**src/rtl/music_player_pkg.sv**
```systemverilog
// Shared types and constants for the music player: FSM states, ROM entry layout,
// and tone half-periods in 100 MHz clock cycles.
package music_player_pkg;

   typedef enum logic [2:0] {
      StIdle,
      StFetch,
      StLoad,
      StPlay,
      StPause,
      StDone
   } state_e;

   localparam int unsigned NoteW = 5;
   localparam int unsigned DurW  = 3;
   localparam int unsigned AddrW = 7;
   localparam int unsigned SongW = 2;
   localparam int unsigned HalfW = 18;

   localparam logic [NoteW-1:0] NOTE_REST = 5'd0;
   localparam logic [NoteW-1:0] NOTE_END  = 5'd31;

   // Index 0 is rest, 1..30 are chromatic pitches upward from C4, 31 is the end marker.
   localparam logic [HalfW-1:0] HALF_PERIOD [32] = '{
      18'd0,
      18'd191113, 18'd180388, 18'd170262, 18'd160705, 18'd151686, 18'd143173,
      18'd135137, 18'd127553, 18'd120394, 18'd113636, 18'd107259, 18'd101239,
      18'd95556,  18'd90194,  18'd85131,  18'd80353,  18'd75843,  18'd71586,
      18'd67569,  18'd63776,  18'd60197,  18'd56818,  18'd53629,  18'd50619,
      18'd47778,  18'd45097,  18'd42566,  18'd40177,  18'd37922,  18'd35793,
      18'd0
   };

endpackage

```
**src/rtl/music_player_song_rom.sv**
```systemverilog
// Synchronous 512x8 song ROM, four songs of 128 {note, dur} entries each.
module song_rom
   import music_player_pkg::*;
(
   input  logic       clk_i,
   input  logic [8:0] addr_i,
   output logic [7:0] data_o
);

   function automatic logic [7:0] rom_entry(input logic [8:0] a);
      logic [6:0] idx;
      logic [6:0] rem;
      idx = a[6:0];
      rem = idx % 7'd30;
      rom_entry = {NOTE_END, 3'd0};
      unique case (a[8:7])
         2'd0: begin
            if (idx == 7'd0)      rom_entry = {5'd5, 3'd1};
            else if (idx == 7'd1) rom_entry = {NOTE_REST, 3'd0};
         end
         2'd1: begin
            if (idx == 7'd0)      rom_entry = {5'd1, 3'd2};
            else if (idx == 7'd1) rom_entry = {5'd3, 3'd2};
            else if (idx == 7'd2) rom_entry = {5'd5, 3'd3};
         end
         2'd2: begin
            if (idx == 7'd0)      rom_entry = {5'd10, 3'd0};
            else if (idx == 7'd1) rom_entry = {5'd12, 3'd0};
         end
         // Song 3 fills all 128 slots with pitches and never reaches a marker.
         default: rom_entry = {rem[4:0] + 5'd1, 3'd0};
      endcase
   endfunction

   always_ff @(posedge clk_i) begin
      data_o <= rom_entry(addr_i);
   end

endmodule

```
**src/rtl/music_player.sv**
```systemverilog
// Playback engine: walks a song's note table, drives a square wave per note
// for its beat count, and pulses song_done at the end marker.
module music_player
   import music_player_pkg::*;
#(
   parameter int unsigned BEAT_CYCLES = 12_500_000,
   parameter int unsigned DIV_SHIFT   = 0
) (
   input  logic             clk_i,
   input  logic             reset_ni,
   input  logic             play_i,
   input  logic             reset_play_i,
   input  logic [SongW-1:0] song_i,
   output logic             song_done_o,
   output logic             audio_o,
   output logic [NoteW-1:0] note_o
);

   state_e           state_q, state_d;
   logic [AddrW-1:0] addr_q, addr_d;
   logic [SongW-1:0] song_q, song_d;
   logic [NoteW-1:0] cur_note_q, cur_note_d, note_q, note_d;
   logic [DurW-1:0]  beats_q, beats_d;
   logic [31:0]      presc_q, presc_d;
   logic [HalfW-1:0] tone_q, tone_d, half_raw, half;
   logic             phase_q, phase_d, audio_q, audio_d, done_q, done_d;
   logic [7:0]       rom_data;
   logic [NoteW-1:0] rom_note;
   logic [DurW-1:0]  rom_dur;
   logic             beat_end, last_beat, tone_wrap;

   song_rom u_rom (
      .clk_i  (clk_i),
      .addr_i ({song_q, addr_q}),
      .data_o (rom_data)
   );

   assign rom_note  = rom_data[7:3];
   assign rom_dur   = rom_data[2:0];
   assign half_raw  = HALF_PERIOD[cur_note_q] >> DIV_SHIFT;
   assign half      = (half_raw == '0) ? HalfW'(1) : half_raw;
   assign tone_wrap = (tone_q == half - HalfW'(1));
   assign beat_end  = (presc_q == BEAT_CYCLES - 1);
   assign last_beat = beat_end && (beats_q == '0);

   always_comb begin
      state_d    = state_q;
      addr_d     = addr_q;
      song_d     = song_q;
      cur_note_d = cur_note_q;
      beats_d    = beats_q;
      presc_d    = presc_q;
      tone_d     = tone_q;
      phase_d    = phase_q;
      note_d     = note_q;
      audio_d    = audio_q;
      done_d     = 1'b0;
      if (reset_play_i) begin
         state_d    = StIdle;
         song_d     = song_i;
         addr_d     = '0;
         cur_note_d = NOTE_REST;
         beats_d    = '0;
         presc_d    = '0;
         tone_d     = '0;
         phase_d    = 1'b0;
         note_d     = NOTE_REST;
         audio_d    = 1'b0;
      end else begin
         unique case (state_q)
            StIdle: begin
               addr_d  = '0;
               note_d  = NOTE_REST;
               audio_d = 1'b0;
               if (play_i) state_d = StFetch;
            end
            StFetch: state_d = StLoad;
            StLoad: begin
               note_d  = NOTE_REST;
               audio_d = 1'b0;
               if (rom_note == NOTE_END) begin
                  done_d  = 1'b1;
                  state_d = StDone;
               end else begin
                  cur_note_d = rom_note;
                  note_d     = rom_note;
                  beats_d    = rom_dur;
                  presc_d    = '0;
                  tone_d     = '0;
                  phase_d    = 1'b0;
                  state_d    = StPlay;
               end
            end
            StPlay: begin
               presc_d = beat_end ? '0 : presc_q + 32'd1;
               if (beat_end) beats_d = beats_q - DurW'(1);
               if (cur_note_q == NOTE_REST) begin
                  tone_d  = '0;
                  phase_d = 1'b0;
               end else if (tone_wrap) begin
                  tone_d  = '0;
                  phase_d = ~phase_q;
               end else begin
                  tone_d = tone_q + HalfW'(1);
               end
               audio_d = phase_d;
               if (last_beat) begin
                  note_d  = NOTE_REST;
                  audio_d = 1'b0;
                  presc_d = '0;
                  beats_d = '0;
                  tone_d  = '0;
                  phase_d = 1'b0;
                  // The last table slot ends the song instead of wrapping to entry 0.
                  if (addr_q == '1) begin
                     done_d  = 1'b1;
                     state_d = StDone;
                  end else begin
                     addr_d  = addr_q + AddrW'(1);
                     state_d = StFetch;
                  end
               end else if (!play_i) begin
                  note_d  = NOTE_REST;
                  audio_d = 1'b0;
                  state_d = StPause;
               end
            end
            StPause: begin
               if (play_i) begin
                  note_d  = cur_note_q;
                  audio_d = phase_q;
                  state_d = StPlay;
               end
            end
            StDone: begin
               note_d  = NOTE_REST;
               audio_d = 1'b0;
            end
            default: state_d = StIdle;
         endcase
      end
   end

   always_ff @(posedge clk_i) begin
      if (!reset_ni) begin
         state_q    <= StIdle;
         addr_q     <= '0;
         song_q     <= '0;
         cur_note_q <= NOTE_REST;
         beats_q    <= '0;
         presc_q    <= '0;
         tone_q     <= '0;
         phase_q    <= 1'b0;
         note_q     <= NOTE_REST;
         audio_q    <= 1'b0;
         done_q     <= 1'b0;
      end else begin
         state_q    <= state_d;
         addr_q     <= addr_d;
         song_q     <= song_d;
         cur_note_q <= cur_note_d;
         beats_q    <= beats_d;
         presc_q    <= presc_d;
         tone_q     <= tone_d;
         phase_q    <= phase_d;
         note_q     <= note_d;
         audio_q    <= audio_d;
         done_q     <= done_d;
      end
   end

   assign song_done_o = done_q;
   assign audio_o     = audio_q;
   assign note_o      = note_q;

endmodule

```
**config.mk**
```make
export PLATFORM = sky130hd
export DESIGN_NAME = music_player
export DESIGN_NICKNAME = d
export VERILOG_FILES = /design/src/rtl/music_player_pkg.sv /design/src/rtl/music_player_song_rom.sv /design/src/rtl/music_player.sv
export SDC_FILE = /design/constraint.sdc
export NUM_CORES = 1
export LEC_CHECK = 0
export BUFFER_PORTS_ARGS = -buffer_cell sky130_fd_sc_hd__buf_4
export CAP_MARGIN = 20
export CORE_MARGIN = 2
export CORE_UTILIZATION = 40
export CTS_CLUSTER_SIZE = 12
export DETAILED_ROUTE_END_ITERATION = 10
export SYNTH_ARGS = -nofsm -noshare
export SYNTH_HDL_FRONTEND = slang
export SYNTH_SLANG_ARGS = --single-unit
```
**constraint.sdc**
```tcl
create_clock -name clk_i -period 13.77 [get_ports clk_i]
set_clock_uncertainty 0.2 [all_clocks]
set_input_delay 2.0655 -clock clk_i [delete_from_list [all_inputs] [get_ports clk_i]]
set_output_delay 2.0655 -clock clk_i [all_outputs]
set_load 0.02 [all_outputs]
```
==> impl_metrics.py <==
metrics = {
    "synthesis": {
        "synth_cells": 826,
        "synth_top_cell_by_area": "dfxtp_1",
        "async_flop_share": 0,
        "synth_cell_types": 90,
        "synth.top_cell.area_share": 0.263,
        "synth-seq-cells": 85,
        "syn_nets": 851,
        "synthFlopType": "dfxtp_1",
        "synth_area_sq_um": 6460,
        "avgSynthCellArea_sq_um": 7.83,
        "yosysSeqAreaShare": 0.263,
        "ys_top_cells_by_area": "dfxtp_1 26%, nor2_1 5.3%, xnor2_1 4.3%, a21oi_1 3.9%, nand2_1 3.8%",
        "ys_warn_count": 0,
        "synth_edf_count": 0,
    },
    "setup_path": {
        "worst_ep_required_time_ns": 13.80,
        "arrival_ns": 6.16,
        "r2r-start": "cur_note_q[1]$_SDFFE_PP0P_",
        "cp_common_cell": "ha_1",
        "cp_cell_sequence": "inv_1 -> ha_1 -> nand2_1 -> a21boi_0 -> o211ai_1 -> nand3b_1 -> nor3_1 -> a21oi_1 -> ha_1 -> nand4_1 -> nor4b_1 -> or4b_1 -> mux2i_1 -> a311o_1 -> nor4_2 -> a21oi_2 -> buf_4 -> a21o_1 -> a22o_1",
        "path_max_fanout": 29,
        "worst_r2r_endpoint": "tone_q[16]$_SDFFE_PP0P_",
        "critPathLaunchType": "register",
        "worstSetupPathType": "register to register",
        "rr_worst_depth": 19,
        "cp-startpoint": "cur_note_q[1]$_SDFFE_PP0P_",
        "crit_path_end": "tone_q[16]$_SDFFE_PP0P_",
        "slowest_stage": "dfxtp_1",
        "slowest_delay_ns": 0.82,
        "r2r_slack_ns": 7.64,
        "worstSetupEndpointType": "register",
    },
    "grt": {
        "grt_first_pass_wirelength_mm": 26.2,
        "grt_pass1_vias": 5339,
        "antenna_found_initial": 0,
        "track_usage": 0.180,
        "grt_start_max_net_pins": 53,
        "grt_overflow_total": 0,
    },
    "placed_design": {
        "dp_hpwl_mm": 11.4,
        "gp_congestion": 0.860,
        "port-buffer-count": 12,
        "post-place-ws_ns": 7.66,
    },
    "die": {
        "die_y_um": 131,
        "num_rows": 46,
        "core_area_sq_um": 15800,
        "die-area_sq_um": 17200,
        "die_w_um": 131,
        "initial_core_util": 0.408,
        "pin_count": 13,
    },
    "hold_path": {
        "hold_class": "register to register",
        "whs_path_depth": 2,
    },
    "run_status": {
        "status": "complete, no violations",
    },
    "cells_and_area": {
        "final_cell_mix": "92 x nor2_1, 85 x dfxtp_1, 65 x nand2_1",
        "nets": 838,
        "drive_gt1_frac": 0.0782,
        "fill_cells": 1631,
        "layout_commonest_cell": "nor2_1",
        "syn_to_final_growth_pct": 7.03,
        "diodes": 0,
    },
    "clock_tree": {
        "cts_made_buffers": 9,
        "postCtsHoldBufs": 0,
        "cts_tree": "done",
        "clockBufferDepth": 2,
        "clock-sinks": 85,
        "cts_max_level": 3,
        "root_buffer": "clkbuf_16",
        "clock_latency_ns": 0.34,
        "post_cts_buffers": 0,
        "clkTransAtPathRegs_ns": 0.06,
        "ctsResizeCount": 0,
    },
    "detailed_routing": {
        "wl_per_cell_um": 15.1,
        "drt_wl_total_mm": 15.6,
        "num_vias": 5806,
        "ant_nets": 0,
        "dr.pass1.iters": 5,
        "via_per_inst": 5.62,
        "drc": 0,
        "drt_first_iter_violations": 391,
    },
    "timing": {
        "rsz0062_at_grt": "no",
        "fin_crit_ns": 6.13,
        "clock.fmax_ghz": 0.163,
        "timing.final.crit_share": 0.445,
        "slew_headroom": 0.401,
        "hold_viol": 0,
        "setup-violations-final": 0,
        "worstMarginPinSlew_ns": 0.893,
        "slew_violations": 0,
        "fin_tns_setup_ns": 0,
        "final.setup.worst_slack_ns": 7.64,
    },
    "run": {
        "maxCapViolations": 0,
    },
    "pwr": {
        "powerDensity_nw_per_um2": 81.8,
        "vdd_drop_max_mv": 0.0613,
        "leakage_nw": 2.51,
    },
}
[worst max-delay path: cells and delay by family (launching register included)]
kind | cells | cell delay (ns)
flip-flops | 1 | 0.82
adder cells (fa/ha/maj) | 2 | 0.69
buffers and inverters | 2 | 0.47
AO/OA/AOI/OAI | 7 | 1.56
AND/OR/NAND/NOR | 7 | 2.14
multiplexers | 1 | 0.14
[where the power goes]
part | leakage [nW] | internal (mW) | switching (mW)
clock network | 0.147 | 0.148 | 0.104
registers | 0.687 | 0.249 | 0.00383
logic | 1.67 | 0.0272 | 0.0343
total | 2.51 | 0.423 | 0.142
[registers in the layout, indices dropped and copies added, names as in the netlist]
register,count
addr_q,7
song_q,2
phase_q,1
cur_note_q,5
beats_q,3
state_q,3
presc_q,32
song_done_o,1
note_o,5
tone_q,18
audio_o,1
u_rom.data_o,7
[logic make-up after synthesis]
kind of cell	count (synthesis)	synth area share
AO/OA/AOI/OAI	214	0.233
multiplexers	24	0.0439
AND/OR/NAND/NOR	354	0.289
XOR/XNOR	54	0.0732
flip-flops	85	0.263
adder cells (fa/ha/maj)	20	0.0383
buffers and inverters	75	0.0590
[how the worst min path moves through the flow]
| stage | start | end | slack (ns) |
|---|---|---|---|
| after CTS | note_o[0]$_SDFFE_PP0P_ | note_o[0]$_SDFFE_PP0P_ | 0.26 |
| final | note_o[0]$_SDFFE_PP0P_ | note_o[0]$_SDFFE_PP0P_ | 0.27 |
| after global routing | note_o[1]$_SDFFE_PP0P_ | note_o[1]$_SDFFE_PP0P_ | 0.28 |
| after global placement | note_o[0]$_SDFFE_PP0P_ | note_o[0]$_SDFFE_PP0P_ | 0.25 |
| after floorplan | beats_q[2]$_SDFFE_PP0P_ | beats_q[2]$_SDFFE_PP0P_ | 0.24 |
| after detailed placement | note_o[0]$_SDFFE_PP0P_ | note_o[0]$_SDFFE_PP0P_ | 0.25 |
[through the flow]
stage          power (mW)  instances  hold WS [ns]  area [sq um]  utilization
6_report            0.566       1034         0.266          6920        0.437
5_1_grt             0.588       1034         0.278          6920        0.437
4_1_cts             0.572       1034         0.265          6920        0.437
3_5_place_dp        0.319       1018         0.250          6610        0.418
3_3_place_gp        0.318       1018         0.253          6610        0.418
2_1_floorplan       0.305        826         0.240          6460            -
[layout make-up]
type	count	area, sq um	share of cell area
Clock inverter	5	63.8	0.00922
Tap cell	216	270	0.0391
Sequential cell	85	1700	0.246
Timing Repair Buffer	18	135	0.0195
Clock buffer	11	243	0.0351
Inverter	33	124	0.0179
Multi-Input combinational cell	666	4380	0.633
[per-layer routing]
metal / share of wire / wire length, um / track usage
met5: 0 / 0 / 0
met4: 0.0065 / 102 / 0.0314
met3: 0.035 / 545 / 0.0266
met2: 0.44 / 6880 / 0.278
met1: 0.52 / 8050 / 0.267
[cell usage after synthesis (9+ instances only)]
| cell type | instances |
|---|---|
| xnor2_1 | 32 |
| a211oi_1 | 14 |
| inv_1 | 31 |
| ha_1 | 19 |
| nand2_1 | 65 |
| nor4_1 | 9 |
| and3_1 | 19 |
| nand3_1 | 25 |
| nor3_1 | 21 |
| clkbuf_1 | 20 |
| dfxtp_1 | 85 |
| xor2_1 | 22 |
| nand4_1 | 13 |
| o21ai_0 | 36 |
| a31oi_1 | 15 |
| or3_1 | 13 |
| buf_6 | 11 |
| a21oi_1 | 51 |
| nand2b_1 | 25 |
| nor2b_1 | 21 |
| mux2i_1 | 19 |
| nor2_1 | 92 |
Power figures use the tool's default switching activity.
